File: src/rtl/instr_loader_if.sv
// Bus between the serial instruction feeder and its neighbours: serial input side,
// issue side towards the core, and status flags.
interface instr_loader_if #(
    parameter int unsigned WIDTH = 9
);
    logic             SDI;
    logic             SAMPLE_EN;
    logic             HOLD;
    logic             CLR_ERR;
    logic [WIDTH-1:0] INSTRUCTION;
    logic             write_en;
    logic             EMPTY;
    logic             FULL;
    logic             PARITY_ERR;
    logic             FRAME_ERR;
    logic             OVERFLOW;

    modport master (
        output SDI, SAMPLE_EN, HOLD, CLR_ERR,
        input  INSTRUCTION, write_en, EMPTY, FULL, PARITY_ERR, FRAME_ERR, OVERFLOW
    );

    modport slave (
        input  SDI, SAMPLE_EN, HOLD, CLR_ERR,
        output INSTRUCTION, write_en, EMPTY, FULL, PARITY_ERR, FRAME_ERR, OVERFLOW
    );
endinterface

File: src/rtl/instr_loader.sv
// Serial instruction receiver with parity/framing checks, a small FIFO and a paced,
// registered issue strobe towards the accumulator core.
module instr_loader #(
    parameter int unsigned WIDTH     = 9,
    parameter int unsigned DEPTH     = 4,
    parameter int unsigned ISSUE_GAP = 0
) (
    input  logic          CLK,
    input  logic          RESET_N,
    instr_loader_if.slave bus
);
    localparam int unsigned IW = $clog2(WIDTH);
    localparam int unsigned PW = $clog2(DEPTH);
    localparam int unsigned GW = (ISSUE_GAP > 0) ? $clog2(ISSUE_GAP + 1) : 1;

    typedef enum logic [1:0] {StIdle, StData, StParity, StStop} rx_state_e;

    rx_state_e        r_state;
    logic [IW-1:0]    r_idx;
    logic [WIDTH-1:0] r_shift;
    logic             r_par;
    logic             r_perr;
    logic             r_ferr;
    logic             r_ovf;

    logic [WIDTH-1:0] r_mem [DEPTH];
    logic [PW-1:0]    r_wptr;
    logic [PW-1:0]    r_rptr;
    logic [PW:0]      r_count;
    logic [GW-1:0]    r_gap;
    logic [WIDTH-1:0] r_instr;
    logic             r_we;

    logic w_stop;
    logic w_par_ok;
    logic w_full;
    logic w_empty;
    logic w_pop;
    logic w_push;
    logic w_set_perr;
    logic w_set_ferr;
    logic w_set_ovf;

    assign w_stop     = bus.SAMPLE_EN && (r_state == StStop);
    assign w_par_ok   = ~^{r_shift, r_par};
    assign w_full     = (r_count == (PW+1)'(DEPTH));
    assign w_empty    = (r_count == '0);
    assign w_pop      = !w_empty && !bus.HOLD && (r_gap == '0);
    // A full FIFO still accepts a word when the head leaves in the same cycle.
    assign w_push     = w_stop && bus.SDI && w_par_ok && (!w_full || w_pop);
    assign w_set_ferr = w_stop && !bus.SDI;
    assign w_set_perr = w_stop && bus.SDI && !w_par_ok;
    assign w_set_ovf  = w_stop && bus.SDI && w_par_ok && w_full && !w_pop;

    always_ff @(posedge CLK or negedge RESET_N) begin
        if (!RESET_N) begin
            r_state <= StIdle;
            r_idx   <= '0;
            r_shift <= '0;
            r_par   <= 1'b0;
            r_perr  <= 1'b0;
            r_ferr  <= 1'b0;
            r_ovf   <= 1'b0;
        end else begin
            if (bus.SAMPLE_EN) begin
                unique case (r_state)
                    StIdle: begin
                        if (!bus.SDI) begin
                            r_state <= StData;
                            r_idx   <= '0;
                        end
                    end
                    StData: begin
                        r_shift[r_idx] <= bus.SDI;
                        if (r_idx == IW'(WIDTH - 1)) begin
                            r_state <= StParity;
                        end else begin
                            r_idx <= r_idx + 1'b1;
                        end
                    end
                    StParity: begin
                        r_par   <= bus.SDI;
                        r_state <= StStop;
                    end
                    StStop: begin
                        r_state <= StIdle;
                    end
                    default: r_state <= StIdle;
                endcase
            end

            // Sticky flags: a new error in the clearing cycle survives the clear.
            if (w_set_perr) begin
                r_perr <= 1'b1;
            end else if (bus.CLR_ERR) begin
                r_perr <= 1'b0;
            end
            if (w_set_ferr) begin
                r_ferr <= 1'b1;
            end else if (bus.CLR_ERR) begin
                r_ferr <= 1'b0;
            end
            if (w_set_ovf) begin
                r_ovf <= 1'b1;
            end else if (bus.CLR_ERR) begin
                r_ovf <= 1'b0;
            end
        end
    end

    always_ff @(posedge CLK or negedge RESET_N) begin
        if (!RESET_N) begin
            for (int i = 0; i < int'(DEPTH); i++) begin
                r_mem[i] <= '0;
            end
            r_wptr  <= '0;
            r_rptr  <= '0;
            r_count <= '0;
            r_gap   <= '0;
            r_instr <= '0;
            r_we    <= 1'b0;
        end else begin
            if (w_push) begin
                r_mem[r_wptr] <= r_shift;
                r_wptr        <= r_wptr + 1'b1;
            end

            if (w_pop) begin
                r_instr <= r_mem[r_rptr];
                r_rptr  <= r_rptr + 1'b1;
                r_gap   <= GW'(ISSUE_GAP);
                r_we    <= 1'b1;
            end else begin
                r_we <= 1'b0;
                if (r_gap != '0) begin
                    r_gap <= r_gap - 1'b1;
                end
            end

            case ({w_push, w_pop})
                2'b10:   r_count <= r_count + 1'b1;
                2'b01:   r_count <= r_count - 1'b1;
                default: r_count <= r_count;
            endcase
        end
    end

    assign bus.INSTRUCTION = r_instr;
    assign bus.write_en    = r_we;
    assign bus.EMPTY       = w_empty;
    assign bus.FULL        = w_full;
    assign bus.PARITY_ERR  = r_perr;
    assign bus.FRAME_ERR   = r_ferr;
    assign bus.OVERFLOW    = r_ovf;
endmodule

File: src/flat_wrapper.sv
// flat-port wrapper written by rule: the top's interface ports become plain ports
module instr_loader_flat 
#(
    parameter int unsigned WIDTH     = 9,
    parameter int unsigned DEPTH     = 4,
    parameter int unsigned ISSUE_GAP = 0
)
  (CLK, RESET_N, bus_SDI, bus_SAMPLE_EN, bus_HOLD, bus_CLR_ERR, bus_INSTRUCTION, bus_write_en, bus_EMPTY, bus_FULL, bus_PARITY_ERR, bus_FRAME_ERR, bus_OVERFLOW);
  instr_loader_if #(.WIDTH(WIDTH)) bus_i ();
  input  logic CLK;
  input  logic RESET_N;
  input wire logic [$bits(bus_i.SDI)-1:0] bus_SDI;
  input wire logic [$bits(bus_i.SAMPLE_EN)-1:0] bus_SAMPLE_EN;
  input wire logic [$bits(bus_i.HOLD)-1:0] bus_HOLD;
  input wire logic [$bits(bus_i.CLR_ERR)-1:0] bus_CLR_ERR;
  output wire logic [$bits(bus_i.INSTRUCTION)-1:0] bus_INSTRUCTION;
  output wire logic [$bits(bus_i.write_en)-1:0] bus_write_en;
  output wire logic [$bits(bus_i.EMPTY)-1:0] bus_EMPTY;
  output wire logic [$bits(bus_i.FULL)-1:0] bus_FULL;
  output wire logic [$bits(bus_i.PARITY_ERR)-1:0] bus_PARITY_ERR;
  output wire logic [$bits(bus_i.FRAME_ERR)-1:0] bus_FRAME_ERR;
  output wire logic [$bits(bus_i.OVERFLOW)-1:0] bus_OVERFLOW;
  assign bus_i.SDI = bus_SDI;
  assign bus_i.SAMPLE_EN = bus_SAMPLE_EN;
  assign bus_i.HOLD = bus_HOLD;
  assign bus_i.CLR_ERR = bus_CLR_ERR;
  assign bus_INSTRUCTION = bus_i.INSTRUCTION;
  assign bus_write_en = bus_i.write_en;
  assign bus_EMPTY = bus_i.EMPTY;
  assign bus_FULL = bus_i.FULL;
  assign bus_PARITY_ERR = bus_i.PARITY_ERR;
  assign bus_FRAME_ERR = bus_i.FRAME_ERR;
  assign bus_OVERFLOW = bus_i.OVERFLOW;
  instr_loader #(.WIDTH(WIDTH), .DEPTH(DEPTH), .ISSUE_GAP(ISSUE_GAP)) u_core (.CLK(CLK), .RESET_N(RESET_N), .bus(bus_i));
endmodule
File: config.mk
export PLATFORM = sky130hd
export DESIGN_NAME = instr_loader_flat
export DESIGN_NICKNAME = d
export VERILOG_FILES = /design/src/rtl/instr_loader_if.sv /design/src/rtl/instr_loader.sv /design/src/flat_wrapper.sv
export SDC_FILE = /design/constraint.sdc
export NUM_CORES = 1
export LEC_CHECK = 0
export BUFFER_PORTS_ARGS = -buffer_cell sky130_fd_sc_hd__buf_2
export CAP_MARGIN = 0
export CORE_UTILIZATION = 51
export DETAILED_ROUTE_END_ITERATION = 12
export HOLD_SLACK_MARGIN = 0.15
export PLACE_DENSITY = 0.66
export SYNTH_ARGS = -nofsm -noshare
export SYNTH_HDL_FRONTEND = slang
export SYNTH_SLANG_ARGS = --single-unit
File: constraint.sdc
create_clock -name CLK -period 6.27 [get_ports CLK]
set_clock_uncertainty 0.15 [all_clocks]
set_input_delay 0.9405 -clock CLK [delete_from_list [all_inputs] [get_ports CLK]]
set_output_delay 0.9405 -clock CLK [all_outputs]
set_load 0.01 [all_outputs]
Word-level counts from Yosys, hierarchy flattened
Cells that the tools add are included.
{"block": "totals", "word_cells": 95, "out_inout_bits": 15, "input_bits": 6, "reg_bits": 73}
{"block": "classes", "n_lt_le_gt_ge": 5, "mux": 23, "n_bitwise": 3, "eq_ne": 10, "n_reduce_logical": 31, "addsub": 6}
{"operator": "36-bit bitwise mux", "count": 1}
{"operator": "9-bit 2-to-1 mux", "count": 3}
{"operator": "9-bit binary-select mux with 2-bit select", "count": 1}
{"operator": "9-bit demux with 2-bit select", "count": 1}
{"operator": "1-bit logical AND", "count": 12}
{"operator": "2-bit nonzero test", "count": 5}
{"operator": "10-bit XNOR reduction", "count": 1}
{"operator": "9-bit bitwise mux", "count": 1}
{"operator": "1-bit 2-to-1 mux", "count": 8}
{"operator": "4-bit 2-to-1 mux", "count": 2}
{"operator": "2-bit case mux with 4 select lines", "count": 1}
{"operator": "4-bit case mux with 2 select lines", "count": 1}
{"operator": "2-bit == test (second input constant)", "count": 3}
{"operator": "3-bit greater-or-equal comparator (second input constant)", "count": 2}
{"operator": "1-bit logical NOT", "count": 6}
{"operator": "2-bit NOT with 3-bit output", "count": 2}
{"operator": "3-bit case mux with 2 select lines", "count": 1}
{"operator": "4-bit by 5-bit < comparator with 1-bit output (second input constant)", "count": 1}
{"operator": "2-bit by 1-bit adder with 2-bit output (second input constant)", "count": 2}
{"operator": "4-bit by 1-bit adder with 4-bit output (second input constant)", "count": 1}
{"operator": "1-bit demux with 4-bit select", "count": 1}
{"operator": "2-bit by 1-bit == test with 1-bit output (second input constant)", "count": 2}
{"operator": "4-bit == test (second input constant)", "count": 1}
{"operator": "4-bit by 1-bit greater-or-equal comparator with 1-bit output (second input constant)", "count": 1}
{"operator": "other kinds (15)", "count": 18}

Longest topological paths before layout
Gate-level depths: netlist of the first run.
{"block": "logic_depth", "ltp_word": 8, "depth_mapped": 10}

Least setup slack after synthesis of the first run
Ideal clock, no wire load.
{"block": "synth_path", "kind": "input port to flip-flop", "startpoint": "in bus_SAMPLE_EN", "endpoint": "reg u_core.r_count[1]", "arrival_ns": 2.721, "path_stages": 8, "setup_slack_ns": 3.317, "setup_time_ns": 0.083, "cell_sequence": "clkbuf_1 -> nand3_1 -> a21oi_2 -> nand2_1 -> ha_1 -> inv_1 -> fa_1 -> o21ai_0"}
{"block": "synth_between", "elab_chain_cells": 6, "elab_cells_between_ends": 8, "cone_classes": "2 x eq/ne; 1 x mux; 5 x reduce/logical"}
{"element": "start: declaration", "line": "flat_wrapper.sv:13", "text": "input wire logic [$bits(bus_i.SAMPLE_EN)-1:0] bus_SAMPLE_EN;"}
{"element": "1-bit logical AND (*)", "line": "instr_loader.sv:44", "text": "assign w_stop = bus.SAMPLE_EN && (r_state == StStop);"}
{"element": "1-bit logical AND (*) (3 in series)", "line": "instr_loader.sv:50", "text": "assign w_push = w_stop && bus.SDI && w_par_ok && (!w_full || w_pop);"}
{"element": "2-bit by 1-bit == test with 1-bit output / 2-bit == test (equally long branches)", "line": "instr_loader.sv:140", "text": "case ({w_push, w_pop})"}
{"element": "3-bit case mux with 2 select lines / 2-bit nonzero test (equally long branches)"}
{"element": "end signal: assignment", "line": "instr_loader.sv:141", "text": "2'b10: r_count <= r_count + 1'b1;"}
{"element": "end signal: assignment", "line": "instr_loader.sv:142", "text": "2'b01: r_count <= r_count - 1'b1;"}
{"element": "end signal: assignment", "line": "instr_loader.sv:143", "text": "default: r_count <= r_count;"}
{"element": "end: declaration", "line": "instr_loader.sv:29", "text": "logic [PW:0] r_count;"}
Every way passes the cells marked *; elsewhere a longest branch is shown, timed or not.
A chain may end at the register's enable or synchronous reset.

Final worst setup path of the first run
{"block": "layout_path", "startpoint": "in bus_HOLD", "endpoint": "reg u_core.r_count[2]"}
{"block": "layout_between", "elab_chain_cells": 7, "elab_cells_between_ends": 9, "cone_classes": "2 x eq/ne; 1 x mux; 6 x reduce/logical"}
{"element": "start: declaration", "line": "flat_wrapper.sv:14", "text": "input wire logic [$bits(bus_i.HOLD)-1:0] bus_HOLD;"}
{"element": "1-bit logical NOT (*)", "line": "instr_loader.sv:48", "text": "assign w_pop = !w_empty && !bus.HOLD && (r_gap == '0);"}
{"element": "1-bit logical AND (*) (2 in series)", "line": "instr_loader.sv:48"}
{"element": "1-bit logical OR", "line": "instr_loader.sv:50"}
{"element": "1-bit logical AND", "line": "instr_loader.sv:50"}
{"element": "2-bit by 1-bit == test with 1-bit output / 2-bit == test (equally long branches)", "line": "instr_loader.sv:140"}
{"element": "3-bit case mux with 2 select lines / 2-bit nonzero test (equally long branches)"}
Marked as above.

==> qor_table.md, run 1 <==
| Metric | Reported |
| --- | --- |
| Clock slew seen by the registers of the worst setup and hold paths | 0.07 ns |
| CP Data Arrival Time | 3.06 ns |
| Post-layout min period | 2.95 ns |
| Part of the Yosys area used for sequential elements | 52.9% |
| Core Footprint | 6390 um2 |
| Cell area after technology mapping | 3410 um2 |
| Number of buffers created by CTS | 9 |
| Quantity of hold-fixing buffers added after cts | 0 |
| CP peak stage delay | 0.82 ns |
| Leak | 1.85 nW |
| Setup repair after global routing missed its margin | no |
| Antenna Diode Count | 0 |
| Die X | 83.7 um |
| Number of cells traversed by the worst register-to-register path | 10 |
| Fraction of the mapped netlist area in adder cells | 5.36% |
| Element type at the critical path end | register |
| Number of storage elements in the synthesis netlist | 72 |
| Setup total negative slack | 0 ns |
| Root buf cell | sky130_fd_sc_hd__clkbuf_8 |
| CTS max path bufs | 2 |
| Die Ht | 83.7 um |
| Number of sinks driven by the clock tree | 72 |
| Number of buffers added on ports | 20 |
| Share of power burned in combinational logic | 34.7% |
| Area growth from synthesis to final layout | 11.1% |
| Post-CTS repair timing setup buffer count | 0 |
| Area share of and/or/nand/nor cells after synthesis | 7.09% |
| H-tree levels | 3 |
| Clock Latency Late Sink | 0.33 ns |
| Count of warnings emitted by yosys | 0 |
| Remaining global-route overflow | 0 |
| Via density per instance | 5.40 |
| Cell row count | 29 |
| Area share of xor/xnor cells in the synthesized design | 4.59% |
| Number of pins exceeding their max-slew limit in the final report | 0 |
| Relative contribution of sequential cells to total power | 42.8% |
| Pin count of the biggest net entering global routing | 73 |
| Area enclosed by the die boundary | 7010 um2 |
| Class of the tightest hold or removal check | reg -> reg |
| Routed len/inst | 15.5 um |
| Master of the slowest instance on the critical path | sky130_fd_sc_hd__nor2_1 |
| Wirelength, routed | 5440 um |
| Proportion of power drawn by the clock network | 22.5% |
| Total of endpoints with negative setup slack in the final report | 0 |
| Actual transition at the worst max-transition pin | 1.08 ns |
| Maximum operating frequency | 339 MHz |
| CP Class | in -> reg |
| I/O pin cnt | 21 |
| Fraction of synthesized area in multiplexers | 24.8% |
| Part of the cycle the worst path needs | 47.1% |
| Initial drt markers | 68 |
| Largest driver fanout on the critical path | 13 |
| Startpoint of the lowest-slack register-to-register path | u_core.r_shift[3]$_DFFE_PN0P_ |
| Worst Hold Path EP | u_core.r_count[2]$_DFFE_PN0P_ |
| Min-Delay Startpoint | u_core.r_count[2]$_DFFE_PN0P_ |
| Switching power as a share of total power | 35.7% |
| Setup slack of the most critical reg-to-reg path | 3.44 ns |
| Vias in the first global route | 1985 |
| Reg-to-reg critical path endpoint | u_core.r_count[2]$_DFFE_PN0P_ |
| Maximum vdd ir drop | 303 uV |
| Fraction of the mapped netlist area in compound gates | 2.83% |
| P_int | 1.05 mW |
| Data required time at the worst endpoint | 6.37 ns |
| Total number of vias | 1895 |
| Number of antenna-violating nets in the routed design | 0 |
| Largest family of logic cells by synthesized area | multiplexers |
| Overall fraction of global-route tracks in use | 17.9% |
| Outcome | complete, no violations |
| Power Total | 1.63 mW |
| Max-capacitance violation count | 0 |
| Placer congestion estimate | 0.777 |
| Wire length of the first global-routing pass | 9780 um |
| Final #Nets | 289 |
| Kind of start point of the critical path | input pin |
| Hold violation total from the final report | 0 |
| Max transition margin | 27.5% |
| Number of optimization iterations in the first detailed-route pass | 4 |
| Unique masters post-synth | 29 |
| Number of resized instances in the post-cts repair step | 0 |
| Gate count of the mapped netlist | 245 |
| TritonCTS clock tree | done |
| Final routed DRC violation total | 0 |
| Ratio of cells with drive above 1 in the final layout | 40.1% |
| Post-DP HPWL | 3700 um |
| Number of antenna violations at the first check in global routing | 0 |
| Hold Path Stages | 1 |
| Cell chain of the critical path | buf_2 -> nor2_1 -> ha_1 -> inv_1 -> fa_1 -> xor2_1 -> nor2_1 -> xor2_1 |
| Initial core utilization | 53.3% |
| Post-Synthesis Net Count | 265 |
| Power density relative to cell area | 430 nW/um2 |
| Avg Synthesized Cell Area | 13.9 um2 |
| Reported net switching power | 0.581 mW |
==> worst max-delay path by stage <==
stage | start | slack (ns) | endpoint
3_5_place_dp | bus_HOLD | 2.91 | u_core.r_count[2]$_DFFE_PN0P_
3_3_place_gp | bus_HOLD | 2.96 | u_core.r_count[2]$_DFFE_PN0P_
4_1_cts | bus_HOLD | 3.27 | u_core.r_count[2]$_DFFE_PN0P_
6_report | bus_HOLD | 3.32 | u_core.r_count[2]$_DFFE_PN0P_
5_1_grt | bus_HOLD | 3.09 | u_core.r_count[2]$_DFFE_PN0P_
2_1_floorplan | bus_SAMPLE_EN | 3.32 | u_core.r_count[1]$_DFFE_PN0P_
==> power by group through the flow <==
stage	Combinational, mW	Sequential (mW)	Clock [mW]
2_1_floorplan	0.509	0.647	0
3_5_place_dp	0.573	0.708	0
5_1_grt	0.624	0.720	0.395
4_1_cts	0.574	0.699	0.380
3_3_place_gp	0.560	0.705	0
6_report	0.565	0.696	0.367
==> registers in the layout (all words and copies together) (netlist names) <==
| signal | count |
|---|---|
| u_core.bus.FRAME_ERR | 1 |
| u_core.bus.INSTRUCTION | 9 |
| u_core.bus.OVERFLOW | 1 |
| u_core.bus.PARITY_ERR | 1 |
| u_core.bus.write_en | 1 |
| u_core.r_count | 3 |
| u_core.r_idx | 4 |
| u_core.r_mem | 36 |
| u_core.r_par | 1 |
| u_core.r_rptr | 2 |
| u_core.r_shift | 9 |
| u_core.r_state | 2 |
| u_core.r_wptr | 2 |
==> worst max-delay path, delay by kind of cell <==
| kind | cells | cell delay, ns |
|---|---|---|
| buf+inv | 2 | 0.18 |
| xor+xnor | 2 | 0.29 |
| simple gates | 2 | 0.93 |
| fa+ha+maj | 2 | 0.71 |
==> cell usage in the layout (no fill, tap or decap), drive strengths merged, types with 2 or more instances in the layout <==
cell      count
o21ai         6
nor3          6
a31oi         2
nor2b         2
mux2         57
buf          21
xor2          4
dfrtp        72
inv          15
ha           13
o22ai         3
clkbuf       10
nand2         9
nand3        10
clkinv        2
clkinvlp      2
mux4          9
nor2         10
a21oi         3
xnor2         9
==> metal layers <==
layer  track usage [%]  up-vias  part of all wire [%]
met4              6.93        0                  0.53
met5                 0        -                     0
li1                  -      905                     -
met1              25.7      971                    50
met3              3.56        2                   1.9
met2              27.2       17                    47
==> kinds of logic (layout without fill, tap and decap cells) <==
logic type | after synthesis | after routing
mux | 66 | 66
buf+inv | 22 | 51
simple gates | 41 | 41
flops | 72 | 72
xor+xnor | 14 | 14
compound gates | 16 | 16
fa+ha+maj | 14 | 14
==> area by class of cell <==
class,count,area (um2)
Clock buffer,10,138
Clock inverter,6,67.6
Fill cell,534,2600
Inverter,14,52.6
Multi-Input combinational cell,151,1520
Sequential cell,72,1800
Tap cell,77,96.3
Timing Repair Buffer,21,108
==> cells in the mapped netlist (all sizes together) <==
cell,instances,area share (%)
dfrtp,72,53
mux2,57,19
inv,14,1.5
ha,13,4.8
nand3,10,2.9
nor2,10,1.1
mux4,9,6.0
nand2,9,0.99
xnor2,9,2.9
clkbuf,7,0.77
nor3,6,0.88
o21ai,6,0.88
xor2,4,1.0
a21oi,3,0.55
o22ai,3,0.55
a31oi,2,0.37
nor2b,2,0.37
a22o,1,0.26
and3,1,0.18
buf,1,0.11
fa,1,0.59
nand2b,1,0.18
nor3b,1,0.22
o21bai,1,0.22
or2b,1,0.22
xnor3,1,0.70
==> per-stage QoR <==
step | worst slack (ns) | area [um2] | utilization (%) | cells | hold WS (ns)
floorplan | 3.32 | 3410 | - | 245 | 0.307
global placement | 2.96 | 3580 | 56.1 | 335 | 0.330
detailed placement | 2.91 | 3580 | 56.1 | 335 | 0.334
CTS | 3.27 | 3780 | 59.3 | 351 | 0.345
global route | 3.09 | 3780 | 59.3 | 351 | 0.368
finish | 3.32 | 3780 | 59.3 | 351 | 0.337
Note: power is estimated with default switching activity, not from simulation.
==> inputs of run 2 (changes only) <==
--- a/config.mk
+++ b/config.mk
@@ -10,7 +10,7 @@
 export CORE_UTILIZATION = 51
 export DETAILED_ROUTE_END_ITERATION = 12
 export HOLD_SLACK_MARGIN = 0.15
-export PLACE_DENSITY = 0.66
+export PLACE_DENSITY = 0.68
 export SYNTH_ARGS = -nofsm -noshare
 export SYNTH_HDL_FRONTEND = slang
 export SYNTH_SLANG_ARGS = --single-unit
==> constraint.sdc (replaced) <==
create_clock -name CLK -period 2.5 [get_ports CLK]
set_clock_uncertainty 0.15 [all_clocks]
set_input_delay 0.375 -clock CLK [delete_from_list [all_inputs] [get_ports CLK]]
set_output_delay 0.375 -clock CLK [all_outputs]
set_load 0.01 [all_outputs]
==> qor_table.md, run 2 (same netlist as run 1, synthesis figures left out) <==
| Metric | Reported | Delta |
| --- | --- | --- |
| Post-DP HPWL | 3870 um | +4.4% |
| Pre-CTS setup slack | 0.0290 ns | -2.89 ns |
| Initial drt markers | 82 | +21% |
| Die X | 83.7 um | unchanged |
| Commonest non-fill, non-tap cells in the layout | sky130_fd_sc_hd__dfrtp_1 (72), sky130_fd_sc_hd__mux2_2 (57), sky130_fd_sc_hd__buf_2 (20) |  |
| Ratio of cells with drive above 1 in the final layout | 42.7% | +2.5 points |
| Maximum vdd ir drop | 612 uV | +100% |
| Setup slack of the most critical reg-to-reg path | 0.04 ns | -3.40 ns |
| Setup repair after global routing missed its margin | yes |  |
| Data required time at the worst endpoint | 2.61 ns | -3.76 ns |
| Min-Delay Startpoint | bus_SAMPLE_EN |  |
| Final setup slack of the worst path | 0.0411 ns | -3.28 ns |
| Leak | 1.93 nW | +4.4% |
| Hold violation total from the final report | 0 | unchanged |
| Hold Path Stages | 3 | +2 |
| Root buf cell | sky130_fd_sc_hd__clkbuf_8 |  |
| Total of endpoints with negative setup slack in the final report | 0 | unchanged |
| Power Total | 4.38 mW | +170% |
| Placed Area | 3680 um2 | +2.7% |
| Antenna Diode Count | 0 | unchanged |
| Outcome | complete, no violations |  |
| Pin count of the biggest net entering global routing | 73 | unchanged |
| Post-layout min period | 2.46 ns |  |
| Die Ht | 83.7 um | unchanged |
| Final routed DRC violation total | 0 | unchanged |
| Total number of vias | 1945 | +2.6% |
| Post-route design area | 3950 um2 | +4.3% |
| Wirelength, routed | 5750 um | +5.6% |
| Top reg by flops | u_core.r_mem |  |
| Placer congestion estimate | 0.733 | -5.7% |
| Initial core utilization | 53.3% | unchanged |
| Cell row count | 29 | unchanged |
| Worst Hold Path EP | u_core.bus.FRAME_ERR$_DFFE_PN0P_ |  |
| Number of buffers added on ports | 20 | unchanged |
| Max FFs per register | 36 | unchanged |
| Number of antenna-violating nets in the routed design | 0 | unchanged |
| Via density per instance | 5.36 | -0.75% |
| Number of cells traversed by the worst register-to-register path | 10 | unchanged |
| Part of the cycle the worst path needs | 98.4% |  |
| Maximum operating frequency | 407 MHz |  |
| Final #Nets | 301 | +4.2% |
| Remaining global-route overflow | 0 | unchanged |
| TritonCTS clock tree | done |  |
| Startpoint of the lowest-slack register-to-register path | u_core.r_shift[6]$_DFFE_PN0P_ |  |
| Kind of start point of the critical path | register |  |
| Max transition margin | 66.4% | +39 points |
| Wire length of the first global-routing pass | 9950 um | +1.8% |
| CTS max path bufs | 2 | unchanged |
| Routed len/inst | 15.8 um | +2.1% |
| Area enclosed by the die boundary | 7010 um2 | unchanged |
| Post-CTS repair timing setup buffer count | 0 | unchanged |
| Overall fraction of global-route tracks in use | 18.6% | +0.66 points |
| Number of buffers created by CTS | 9 | unchanged |
| Class of the tightest hold or removal check | in -> reg |  |
| Area growth from synthesis to final layout | 15.9% |  |
| H-tree levels | 3 | unchanged |
| Clock slew seen by the registers of the worst setup and hold paths | 0.07 ns | about the same |
| Number of optimization iterations in the first detailed-route pass | 4 | unchanged |
| Clock Latency Late Sink | 0.33 ns | about the same |
| CP Data Arrival Time | 2.57 ns | -0.49 ns |
| Largest driver fanout on the critical path | 2 | -11 |
| Element type at the critical path end | register |  |
| CP Class | reg -> reg |  |
| Power density relative to cell area | 1110 nW/um2 | +160% |
| Reg-to-reg critical path endpoint | u_core.r_count[2]$_DFFE_PN0P_ |  |
| Number of sinks driven by the clock tree | 72 | unchanged |
| Core Footprint | 6390 um2 | unchanged |
| Setup total negative slack | 0 ns | unchanged |
| Actual transition at the worst max-transition pin | 0.504 ns | -0.580 ns |
| Max-capacitance violation count | 0 | unchanged |
| Vias in the first global route | 2014 | +1.5% |
| I/O pin cnt | 21 | unchanged |
| Number of antenna violations at the first check in global routing | 0 | unchanged |
| Number of pins exceeding their max-slew limit in the final report | 0 | unchanged |
| Most common library cell in the layout ignoring fill and taps | sky130_fd_sc_hd__dfrtp_1 |  |
==> run 2: timing repair <==
action,CTS,global route
endpoints found under the setup margin,0,1
gates resized for setup,0,1
hold buffers,3,0
hold endpoints to repair,75,0
==> run 2: how the worst max path moves through the flow <==
stage,startpoint,to,slack (ns)
after floorplan,u_core.r_shift[5]$_DFFE_PN0P_,u_core.r_count[2]$_DFFE_PN0P_,-0.05
after global placement,u_core.r_shift[5]$_DFFE_PN0P_,u_core.r_count[2]$_DFFE_PN0P_,0.08
after detailed placement,u_core.r_shift[5]$_DFFE_PN0P_,u_core.r_count[2]$_DFFE_PN0P_,0.03
after CTS,u_core.r_shift[5]$_DFFE_PN0P_,u_core.r_count[2]$_DFFE_PN0P_,0.02
after global routing,u_core.r_shift[6]$_DFFE_PN0P_,u_core.r_count[2]$_DFFE_PN0P_,-0.08
final,u_core.r_shift[6]$_DFFE_PN0P_,u_core.r_count[2]$_DFFE_PN0P_,0.04
==> run 2: metrics by stage <==
| stage | cells | util, % | hold WS (ns) |
|---|---|---|---|
| 2_1_floorplan | 245 | - | -0.0706 |
| 3_3_place_gp | 344 | 57.6 | 0.283 |
| 3_5_place_dp | 344 | 57.6 | 0.281 |
| 4_1_cts | 363 | 61.7 | 0.206 |
| 5_1_grt | 363 | 61.8 | 0.223 |
| 6_report | 363 | 61.8 | 0.219 |
==> run 2: layout make-up <==
type	count	area [um2]
Multi-Input combinational cell	151	1550
Fill cell	488	2440
Clock inverter	2	60.1
Timing Repair Buffer	33	218
Clock buffer	14	173
Inverter	14	52.6
Sequential cell	72	1800
Tap cell	77	96.3
==> run 2: routing by layer <==
| layer | up-vias | track usage, % | share of wire, % |
|---|---|---|---|
| li1 | 935 | - | - |
| met1 | 988 | 26.2 | 50 |
| met2 | 15 | 28.0 | 47 |
| met3 | 7 | 4.45 | 1.8 |
| met4 | 0 | 7.40 | 1.1 |
| met5 | - | 0 | 0 |
==> run 2: worst max-delay path, cell delays in order (launching register included) <==
cell	delay, ns
sky130_fd_sc_hd__dfrtp_1	0.39
sky130_fd_sc_hd__xnor2_1	0.16
sky130_fd_sc_hd__xnor3_2	0.49
sky130_fd_sc_hd__xnor2_4	0.15
sky130_fd_sc_hd__nand2_2	0.11
sky130_fd_sc_hd__ha_4	0.15
sky130_fd_sc_hd__inv_2	0.04
sky130_fd_sc_hd__fa_2	0.34
sky130_fd_sc_hd__xor2_1	0.15
sky130_fd_sc_hd__nor2_1	0.13
sky130_fd_sc_hd__xor2_1	0.14
==> run 2: where the power goes <==
group | total (mW) | switching [mW] | leakage [nW] | internal [mW]
Combinational | 1.64 | 0.822 | 0.840 | 0.821
Clock | 1.05 | 0.404 | 0.117 | 0.645
Sequential | 1.69 | 0.260 | 0.973 | 1.43
Total | 4.38 | 1.49 | 1.93 | 2.89
